$ cat src/rtl/optical_manchester_rx.sv
// ----------------------------------------------------------------------------
// optical_manchester_rx
//
// Receives a Manchester-coded line from an optical comparator. The receiver
// hunts for an 8-bit sync word, then collects a DATA_WIDTH payload
// (MSB first) and one even-parity bit. A mid-bit rising edge is a 1 and a
// falling edge is a 0.
//
// Ports
//   clk_100mhz  in   1           sole clock, rising edge
//   rst         in   1           synchronous, active-high reset
//   rx_in       in   1           asynchronous Manchester line
//   data_out    out  DATA_WIDTH  last payload whose parity checked good
//   data_valid  out  1           one-cycle pulse: data_out just updated
//   parity_err  out  1           one-cycle pulse: frame failed parity
//   frame_err   out  1           one-cycle pulse: line went quiet mid-frame
//   busy        out  1           high while the receiver is not IDLE
// ----------------------------------------------------------------------------
module optical_manchester_rx #(
    parameter int         HALF_BIT_CLKS = 8,
    parameter int         DATA_WIDTH    = 16,
    parameter logic [7:0] SYNC_WORD     = 8'hD5
) (
    input  logic                  clk_100mhz,
    input  logic                  rst,
    input  logic                  rx_in,
    output logic [DATA_WIDTH-1:0] data_out,
    output logic                  data_valid,
    output logic                  parity_err,
    output logic                  frame_err,
    output logic                  busy
);

    localparam int CNT_MAX    = (5 * HALF_BIT_CLKS) / 2;
    localparam int CNT_ACCEPT = (3 * HALF_BIT_CLKS) / 2;
    localparam int CNT_W      = $clog2(CNT_MAX + 1);
    localparam int BIT_W      = (DATA_WIDTH > 2) ? $clog2(DATA_WIDTH) : 1;

    localparam logic [CNT_W-1:0] CNT_MAX_V    = CNT_W'(CNT_MAX);
    localparam logic [CNT_W-1:0] CNT_WARN_V   = CNT_W'(CNT_MAX - 1);
    localparam logic [CNT_W-1:0] CNT_ACCEPT_V = CNT_W'(CNT_ACCEPT);
    localparam logic [BIT_W-1:0] BIT_LAST_V   = BIT_W'(DATA_WIDTH - 1);

    typedef enum logic [1:0] {
        S_IDLE,
        S_HUNT,
        S_DATA,
        S_PARITY
    } state_t;

    state_t                r_state;
    logic                  r_sync1;
    logic                  r_rx_s;
    logic                  r_rx_d;
    logic [CNT_W-1:0]      r_cnt;
    logic [7:0]            r_hunt;
    logic [DATA_WIDTH-1:0] r_payload;
    logic [BIT_W-1:0]      r_bit_cnt;
    logic [DATA_WIDTH-1:0] r_data_out;
    logic                  r_data_valid;
    logic                  r_parity_err;
    logic                  r_frame_err;

    logic                  w_edge;
    logic                  w_accept;
    logic                  w_timeout;
    logic                  w_err_arm;
    logic                  w_parity_ok;
    logic [7:0]            w_hunt_next;

    assign w_edge = r_rx_s ^ r_rx_d;

    // Edges closer than 3/4 bit to the last accepted edge are bit-boundary
    // transitions and carry no data. Once the counter has saturated the
    // frame is considered lost, so late edges are not accepted either.
    assign w_accept = w_edge &&
                      ((r_state == S_IDLE) ||
                       ((r_cnt >= CNT_ACCEPT_V) && (r_cnt != CNT_MAX_V)));

    assign w_timeout = (r_state != S_IDLE) && (r_cnt == CNT_MAX_V);

    // The error pulse is raised on the clock edge where the counter reaches
    // its limit; the state returns to IDLE one cycle later, so busy drops
    // the cycle after frame_err.
    assign w_err_arm = ((r_state == S_DATA) || (r_state == S_PARITY)) &&
                       !w_accept && (r_cnt == CNT_WARN_V);

    assign w_hunt_next = {r_hunt[6:0], r_rx_s};
    assign w_parity_ok = ~(^r_payload ^ r_rx_s);

    // NOTE: sequential state uses non-blocking assignments so every register
    // samples the pre-edge values of the others, independent of statement order.
    always_ff @(posedge clk_100mhz) begin
        if (rst) begin
            // NOTE: the payload/data registers are plain flop vectors, not RAM,
            // so clearing them in reset is cheap and keeps outputs defined.
            r_state      <= S_IDLE;
            r_sync1      <= 1'b0;
            r_rx_s       <= 1'b0;
            r_rx_d       <= 1'b0;
            r_cnt        <= '0;
            r_hunt       <= '0;
            r_payload    <= '0;
            r_bit_cnt    <= '0;
            r_data_out   <= '0;
            r_data_valid <= 1'b0;
            r_parity_err <= 1'b0;
            r_frame_err  <= 1'b0;
        end else begin
            // Two-flop synchronizer for the asynchronous comparator output.
            r_sync1 <= rx_in;
            r_rx_s  <= r_sync1;
            r_rx_d  <= r_rx_s;

            r_data_valid <= 1'b0;
            r_parity_err <= 1'b0;
            r_frame_err  <= 1'b0;

            if (w_accept) begin
                r_cnt <= '0;
            end else if (r_cnt != CNT_MAX_V) begin
                r_cnt <= r_cnt + 1'b1;
            end

            case (r_state)
                S_IDLE: begin
                    if (w_accept) begin
                        r_hunt  <= w_hunt_next;
                        r_state <= S_HUNT;
                    end
                end

                S_HUNT: begin
                    if (w_accept) begin
                        if (w_hunt_next == SYNC_WORD) begin
                            r_hunt    <= '0;
                            r_bit_cnt <= '0;
                            r_state   <= S_DATA;
                        end else begin
                            r_hunt <= w_hunt_next;
                        end
                    end else if (w_timeout) begin
                        r_state <= S_IDLE;
                    end
                end

                S_DATA: begin
                    if (w_accept) begin
                        r_payload <= {r_payload[DATA_WIDTH-2:0], r_rx_s};
                        r_bit_cnt <= r_bit_cnt + 1'b1;
                        if (r_bit_cnt == BIT_LAST_V) begin
                            r_state <= S_PARITY;
                        end
                    end else if (w_err_arm) begin
                        r_frame_err <= 1'b1;
                    end else if (w_timeout) begin
                        r_state <= S_IDLE;
                    end
                end

                S_PARITY: begin
                    if (w_accept) begin
                        if (w_parity_ok) begin
                            r_data_out   <= r_payload;
                            r_data_valid <= 1'b1;
                        end else begin
                            r_parity_err <= 1'b1;
                        end
                        // Re-arm the hunt immediately so a sync word may
                        // follow the parity bit with no preamble.
                        r_hunt  <= '0;
                        r_state <= S_HUNT;
                    end else if (w_err_arm) begin
                        r_frame_err <= 1'b1;
                    end else if (w_timeout) begin
                        r_state <= S_IDLE;
                    end
                end

                default: r_state <= S_IDLE;
            endcase
        end
    end

    assign data_out   = r_data_out;
    assign data_valid = r_data_valid;
    assign parity_err = r_parity_err;
    assign frame_err  = r_frame_err;
    assign busy       = (r_state != S_IDLE);

endmodule

$ cat config.mk
export PLATFORM = sky130hd
export DESIGN_NAME = optical_manchester_rx
export DESIGN_NICKNAME = d
export VERILOG_FILES = /design/src/rtl/optical_manchester_rx.sv
export SDC_FILE = /design/constraint.sdc
export NUM_CORES = 1
export LEC_CHECK = 0
export BUFFER_PORTS_ARGS = -buffer_cell sky130_fd_sc_hd__buf_4
export CAP_MARGIN = 40
export CELL_PAD_IN_SITES_DETAIL_PLACEMENT = 1
export CELL_PAD_IN_SITES_GLOBAL_PLACEMENT = 1
export CORE_MARGIN = 1.5
export CORE_UTILIZATION = 41
export CTS_CLUSTER_SIZE = 8
export DETAILED_ROUTE_END_ITERATION = 16
export PLACE_DENSITY = 0.72
export SETUP_SLACK_MARGIN = 0.3
export SLEW_MARGIN = 20
export SYNTH_ARGS = -nofsm -noshare
export SYNTH_HDL_FRONTEND = slang
export SYNTH_SLANG_ARGS = --single-unit
$ cat constraint.sdc
create_clock -name clk_100mhz -period 2.1 [get_ports clk_100mhz]
set_clock_uncertainty 0.1 [all_clocks]
set_input_delay 0.42 -clock clk_100mhz [delete_from_list [all_inputs] [get_ports clk_100mhz]]
set_output_delay 0.42 -clock clk_100mhz [all_outputs]
set_load 0.005 [all_outputs]
==> Word-level counts from Yosys, hierarchy flattened <==
Index checks and enable logic that the tools add are counted.
W data, S select, Z words.
{ "op_classes": {"n_addsub": 2, "order_cmp": 1, "eq_ne": 15, "n_mux": 21, "n_bitwise": 6, "n_reduce_logical": 22} }
{ "op_table": {"columns": ["cell", "n"], "rows": [
  ["$mux W7", 4],
  ["$pmux W7 S3", 1],
  ["$mux W2", 8],
  ["$reduce_xor A16 Y1", 1],
  ["$mux W4", 3],
  ["$eq A5 B5 Y1 const B", 2],
  ["$ne A2 B2 Y1 const B", 5],
  ["$eq A8 B8 Y1 const B", 1],
  ["$pmux W2 S4", 1],
  ["$pmux W4 S2", 1],
  ["$reduce_and A4 Y1", 2],
  ["$reduce_and A3 Y1", 2],
  ["$reduce_or A3 Y1", 2],
  ["$add A5 B1 Y5 const B", 1],
  ["$ge A5 B4 Y1 const B", 1],
  ["$logic_and A1 B1 Y1", 5],
  ["$ne A5 B5 Y1 const B", 1],
  ["$add A4 B1 Y4 const B", 1],
  ["$eq A2 B2 Y1 const B", 2],
  ["$eq A4 B4 Y1 const B", 1],
  ["$not A1 Y1", 4],
  ["$reduce_bool A2 Y1", 2],
  ["$reduce_or A2 Y1", 2],
  ["$mux W1", 3],
  ["other kinds (9)", 11]
]} }
{ "word_totals": {"ff_bits": 56, "input_bits": 3, "out_inout_bits": 20, "word_cells": 79} }

==> Depth between registers and ports, before layout <==
{ "logic_depth": {"depth_word": 10, "depth_mapped": 8} }

==> Worst setup path after synthesis <==
No wires, ideal clock.
{ "synth_timing": {"path_kind": "register -> register", "start": "reg r_cnt[0]", "end": "reg r_data_out[0], in the netlist data_out[0]", "arrival_ps": 1873, "setup_slack_ps": 56, "stages_incl_launch_ff": 9, "period_less_slack_ps": 2044, "path_cell_list": "dfxtp_1 -> inv_1 -> ha_1 -> a21boi_1 -> o21a_1 -> nand3_1 -> mux2i_4 -> buf_12 -> mux2i_1"} }
{ "synth_via": {"elab_chain_cells": 5} }
{ "synth_rtl": {"columns": ["item", "line_no", "rtl"], "rows": [
  ["from (decl)", "55", "logic [CNT_W-1:0] r_cnt;"],
  ["from (signal assigned)", "122", "r_cnt <= r_cnt + 1'b1;"],
  ["$ge A5 B4 Y1 / $ne A5 B5 Y1 (equally long branches)", "78", "((r_cnt >= CNT_ACCEPT_V) && (r_cnt != CNT_MAX_V)));"],
  ["$logic_and A1 B1 Y1 *", "78", null],
  ["$logic_or A1 B1 Y1 *", "77", "((r_state == S_IDLE) ||"],
  ["$logic_and A1 B1 Y1 *", "76", "assign w_accept = w_edge &&"],
  ["$reduce_and A3 Y1 (no source line) *", null, null],
  ["to (signal assigned)", "164", "r_data_out <= r_payload;"],
  ["to (decl)", "59", "logic [DATA_WIDTH-1:0] r_data_out;"]
]} }
Mark *: on every way between the ends. The rest lies on a longest branch, timed or not.
A chain may end at the register's enable or synchronous reset.

==> Worst setup path in the final report <==
{ "layout_timing": {"start": "reg r_rx_s", "end": "reg r_parity_err, in the netlist parity_err"} }
{ "layout_via": {"elab_chain_cells": 4} }
{ "layout_rtl": {"columns": ["item", "line_no", "rtl"], "rows": [
  ["from (decl)", "53", "logic r_rx_s;"],
  ["from (signal assigned)", "112", "r_rx_s <= r_sync1;"],
  ["$xor A1 B1 Y1", "71", "assign w_edge = r_rx_s ^ r_rx_d;"],
  ["$logic_and A1 B1 Y1", "76", null],
  ["$not A1 Y1 (no source line)", null, null],
  ["$reduce_or A3 Y1 (no source line)", null, null],
  ["to (signal assigned)", "107", "r_parity_err <= 1'b0;"],
  ["to (signal assigned)", "116", "r_parity_err <= 1'b0;"],
  ["to (signal assigned)", "167", "r_parity_err <= 1'b1;"],
  ["to (decl)", "61", "logic r_parity_err;"]
]} }
Several ways; a longest one is shown, not always the timed one.

==> flow_metrics.py <==
metrics = {
    "outcome": {
        "status": "finished, final reports clean",
    },
    "worst_setup_path": {
        "r2r_cells": 7,
        "r2r_setup_slack_ns": 0.13,
        "cp_max_fo": 4,
        "r2r_start": "r_rx_s$_SDFF_PP0_",
        "r2r_end": "parity_err$_SDFF_PP0_",
        "start_kind": "flop",
        "worstPathRequired_ns": 2.18,
        "critPathArrivalTime_ns": 2.05,
        "end_kind": "flop",
        "crit_type": "flop to flop",
    },
    "pwr": {
        "vdd_drop_max_v": 0.0003111,
        "p_leak_nw": 1.333,
        "power_density_nw_per_um2": 599.5,
        "finalPower_mw": 2.067,
    },
    "sta": {
        "maxSlewHeadroom_pct": 66.02,
        "finalMaxSlewViolations": 0,
        "finalCriticalPeriod_ns": 1.969,
        "holdWs_ns": 0.2256,
        "hold_violations": 0,
        "fmax_mhz": 508.0,
        "setup_ws_ns": 0.1314,
        "finalCritPeriodShare_pct": 93.74,
        "setup_viol": 0,
        "worst_pin_slew_ns": 0.5098,
        "rsz0062_at_grt": "true",
        "tns_ns": 0,
    },
    "logic_synthesis": {
        "synthAdderAreaFrac_pct": 3.772,
        "synth_cells": 278,
        "synth_area_um2": 2654,
        "synthXorXnorAreaFrac_pct": 7.968,
        "syn_area_per_cell_um2": 9.546,
        "yosys.area.top_type": "dfxtp_1",
        "synth-edff-count": 0,
        "synth_top_family_by_area": "simple AND/OR/NAND/NOR gates",
        "synth_compound_area_share_pct": 9.241,
        "muxShareOfSynthArea_pct": 12.92,
        "yosys_warnings": 0,
        "synth_flop_cell": "dfxtp_1",
        "synth-simple-area-share_pct": 20.27,
        "synth_top_area_share_pct": 42.24,
        "ys_ff_latch": 56,
        "synth_seq_area_share_pct": 42.24,
        "synth_area_leaders": "dfxtp_1 (42%), mux2i_1 (12%), nand2b_1 (7.5%), xnor2_1 (4.3%), ha_1 (3.8%)",
        "synthArstFlopShare_pct": 0,
        "syn_nets": 289,
        "ys_types": 43,
    },
    "clocking": {
        "clk_latency_ns": 0.31,
        "cts-root-buf": "clkbuf_8",
        "cts_buffer_depth": 2,
        "cts.sinks": 56,
        "holdBufCountCts": 0,
        "clk_pin_slew_ns": 0.10,
        "cts_tree": "done",
        "numCtsBuffers": 5,
        "htree_num_levels": 2,
    },
    "place": {
        "dp_hpwl_um": 3677,
        "port_buffers": 22,
        "preCtsSetupSlack_ns": 0.06879,
        "dpl-instance-area_um2": 2972,
        "routabilityCongestion": 0.7932,
    },
    "global_route": {
        "antenna_found_initial": 0,
        "grt_first_pass_wirelength_um": 9646,
        "grt_max_degree": 56,
        "track_usage_pct": 16.95,
        "grt_pass1_vias": 2015,
        "overflow": 0,
    },
    "routing": {
        "wl_um": 6058,
        "drc": 0,
        "num_vias": 2080,
        "postRouteAntennaNets": 0,
        "drt_pass1_iterations": 6,
        "wl_per_cell_um": 15.18,
        "drt_iter0_drc": 50,
        "vias_per_cell": 5.213,
    },
    "hold_path": {
        "hp-start": "rx_in",
        "hold_end": "r_sync1$_SDFF_PP0_",
        "min_path_cells": 2,
        "hp-class": "primary input to flop",
    },
    "floorplanning": {
        "start_util_pct": 42.03,
        "die_w_um": 83.45,
        "rows": 29,
        "die_h_um": 83.45,
        "die_area_um2": 6964,
        "core_area_um2": 6314,
        "ios": 23,
    },
    "final_layout": {
        "syn_to_final_growth_pct": 29.94,
        "drive_above_1_share_pct": 33.85,
        "stdcell_area_um2": 3448,
        "nets": 332,
        "diodes": 0,
    },
    "flow_run": {
        "maxCapViolCount": 0,
    },
}
==> flip-flops by register name, indices dropped and copies added, names as in the netlist <==
signal / count
r_sync1: 1
r_bit_cnt: 4
r_rx_s: 1
r_hunt: 7
r_state: 2
data_valid: 1
r_rx_d: 1
frame_err: 1
data_out: 16
parity_err: 1
r_payload: 16
r_cnt: 5
==> cell families (layout without fill, tap and decap cells) <==
kind of cell | count (synthesis) | after routing
buffers and inverters | 20 | 64
XOR/XNOR | 20 | 20
AO/OA/AOI/OAI | 40 | 40
AND/OR/NAND/NOR | 101 | 101
multiplexers | 33 | 33
flip-flops | 56 | 56
adder cells (fa/ha/maj) | 8 | 8
==> cell usage after synthesis, drive strengths merged, types with 2 or more instances <==
master / n
o21ai: 8
a31oi: 2
inv: 7
nor2: 25
clkbuf: 9
nor2b: 3
and2: 2
mux2i: 33
buf: 4
nand2: 14
ha: 8
a21oi: 16
dfxtp: 56
nand2b: 32
xnor3: 2
nand4b: 2
xnor2: 14
xor2: 4
o21a: 2
a21o: 2
nor3: 2
nand3: 13
o211ai: 3
==> where the power goes <==
group	switching (mW)	leakage [nW]	internal, mW
combinational	0.198	0.831	0.180
sequential	0.0170	0.461	1.08
clock	0.354	0.0414	0.238
==> critical path, stage by stage, from the launching register on <==
cell and delay, ns:
dfxtp_4 0.38, xnor2_2 0.18, xnor2_1 0.14, xnor3_2 0.49
buf_4 0.16, buf_6 0.12, xnor2_4 0.12, nor3b_2 0.15
==> worst max-delay path by stage <==
stage,cells past startpoint,startpoint,to,slack (ns)
2_1_floorplan,6,r_payload[3]$_SDFFE_PP0P_,data_out[0]$_SDFFE_PP0P_,0.14
3_3_place_gp,6,r_payload[4]$_SDFFE_PP0P_,data_out[8]$_SDFFE_PP0P_,0.13
3_5_place_dp,7,r_state[1]$_SDFFE_PP0P_,r_payload[8]$_SDFFE_PP0P_,0.07
4_1_cts,6,r_rx_s$_SDFF_PP0_,data_out[11]$_SDFFE_PP0P_,0.13
5_1_grt,6,r_payload[5]$_SDFFE_PP0P_,data_out[5]$_SDFFE_PP0P_,0.03
6_report,7,r_rx_s$_SDFF_PP0_,parity_err$_SDFF_PP0_,0.13
==> repair_timing <==
item,in CTS,in global routing
pin swaps,6,15
resized for setup,31,33
cloned,1,0
endpoints found under the setup margin,46,47
buffers inserted,8,7
==> routing by layer <==
metal  wire (µm)  GRT usage [%]  part of all wire [%]  vias up
met3         144          3.561                   2.4        4
met5           0              0                     0        -
li1            -              -                     -     1035
met1        2609          20.88                    43     1016
met4          66          4.471                   1.1        0
met2        3238          30.16                    53       25
==> cells in the final DEF, fill, tap and decap left out, drive strengths merged, types with 6 or more instances in the layout <==
master,n
nand3,13
a21oi,16
nand2b,32
nand2,14
dfxtp,56
buf,49
mux2i,33
inv,7
o21ai,8
ha,8
xnor2,14
clkbuf,6
nor2,25
==> layout make-up <==
cell class | count | area (µm²)
fill | 719 | 2865
multi-input combinational | 202 | 1665
timing repair buffer | 49 | 416.7
clock buffer | 6 | 72.57
clock inverter | 2 | 16.27
inverter | 7 | 31.28
tap | 77 | 96.34
sequential | 56 | 1150
==> stage by stage <==
step,instances,utilization (%)
3_5_place_dp,375,47.07
6_report,399,54.62
2_1_floorplan,278,-
3_3_place_gp,375,47.07
5_1_grt,399,54.62
4_1_cts,392,51.35
(Power assumes the default switching activity.)
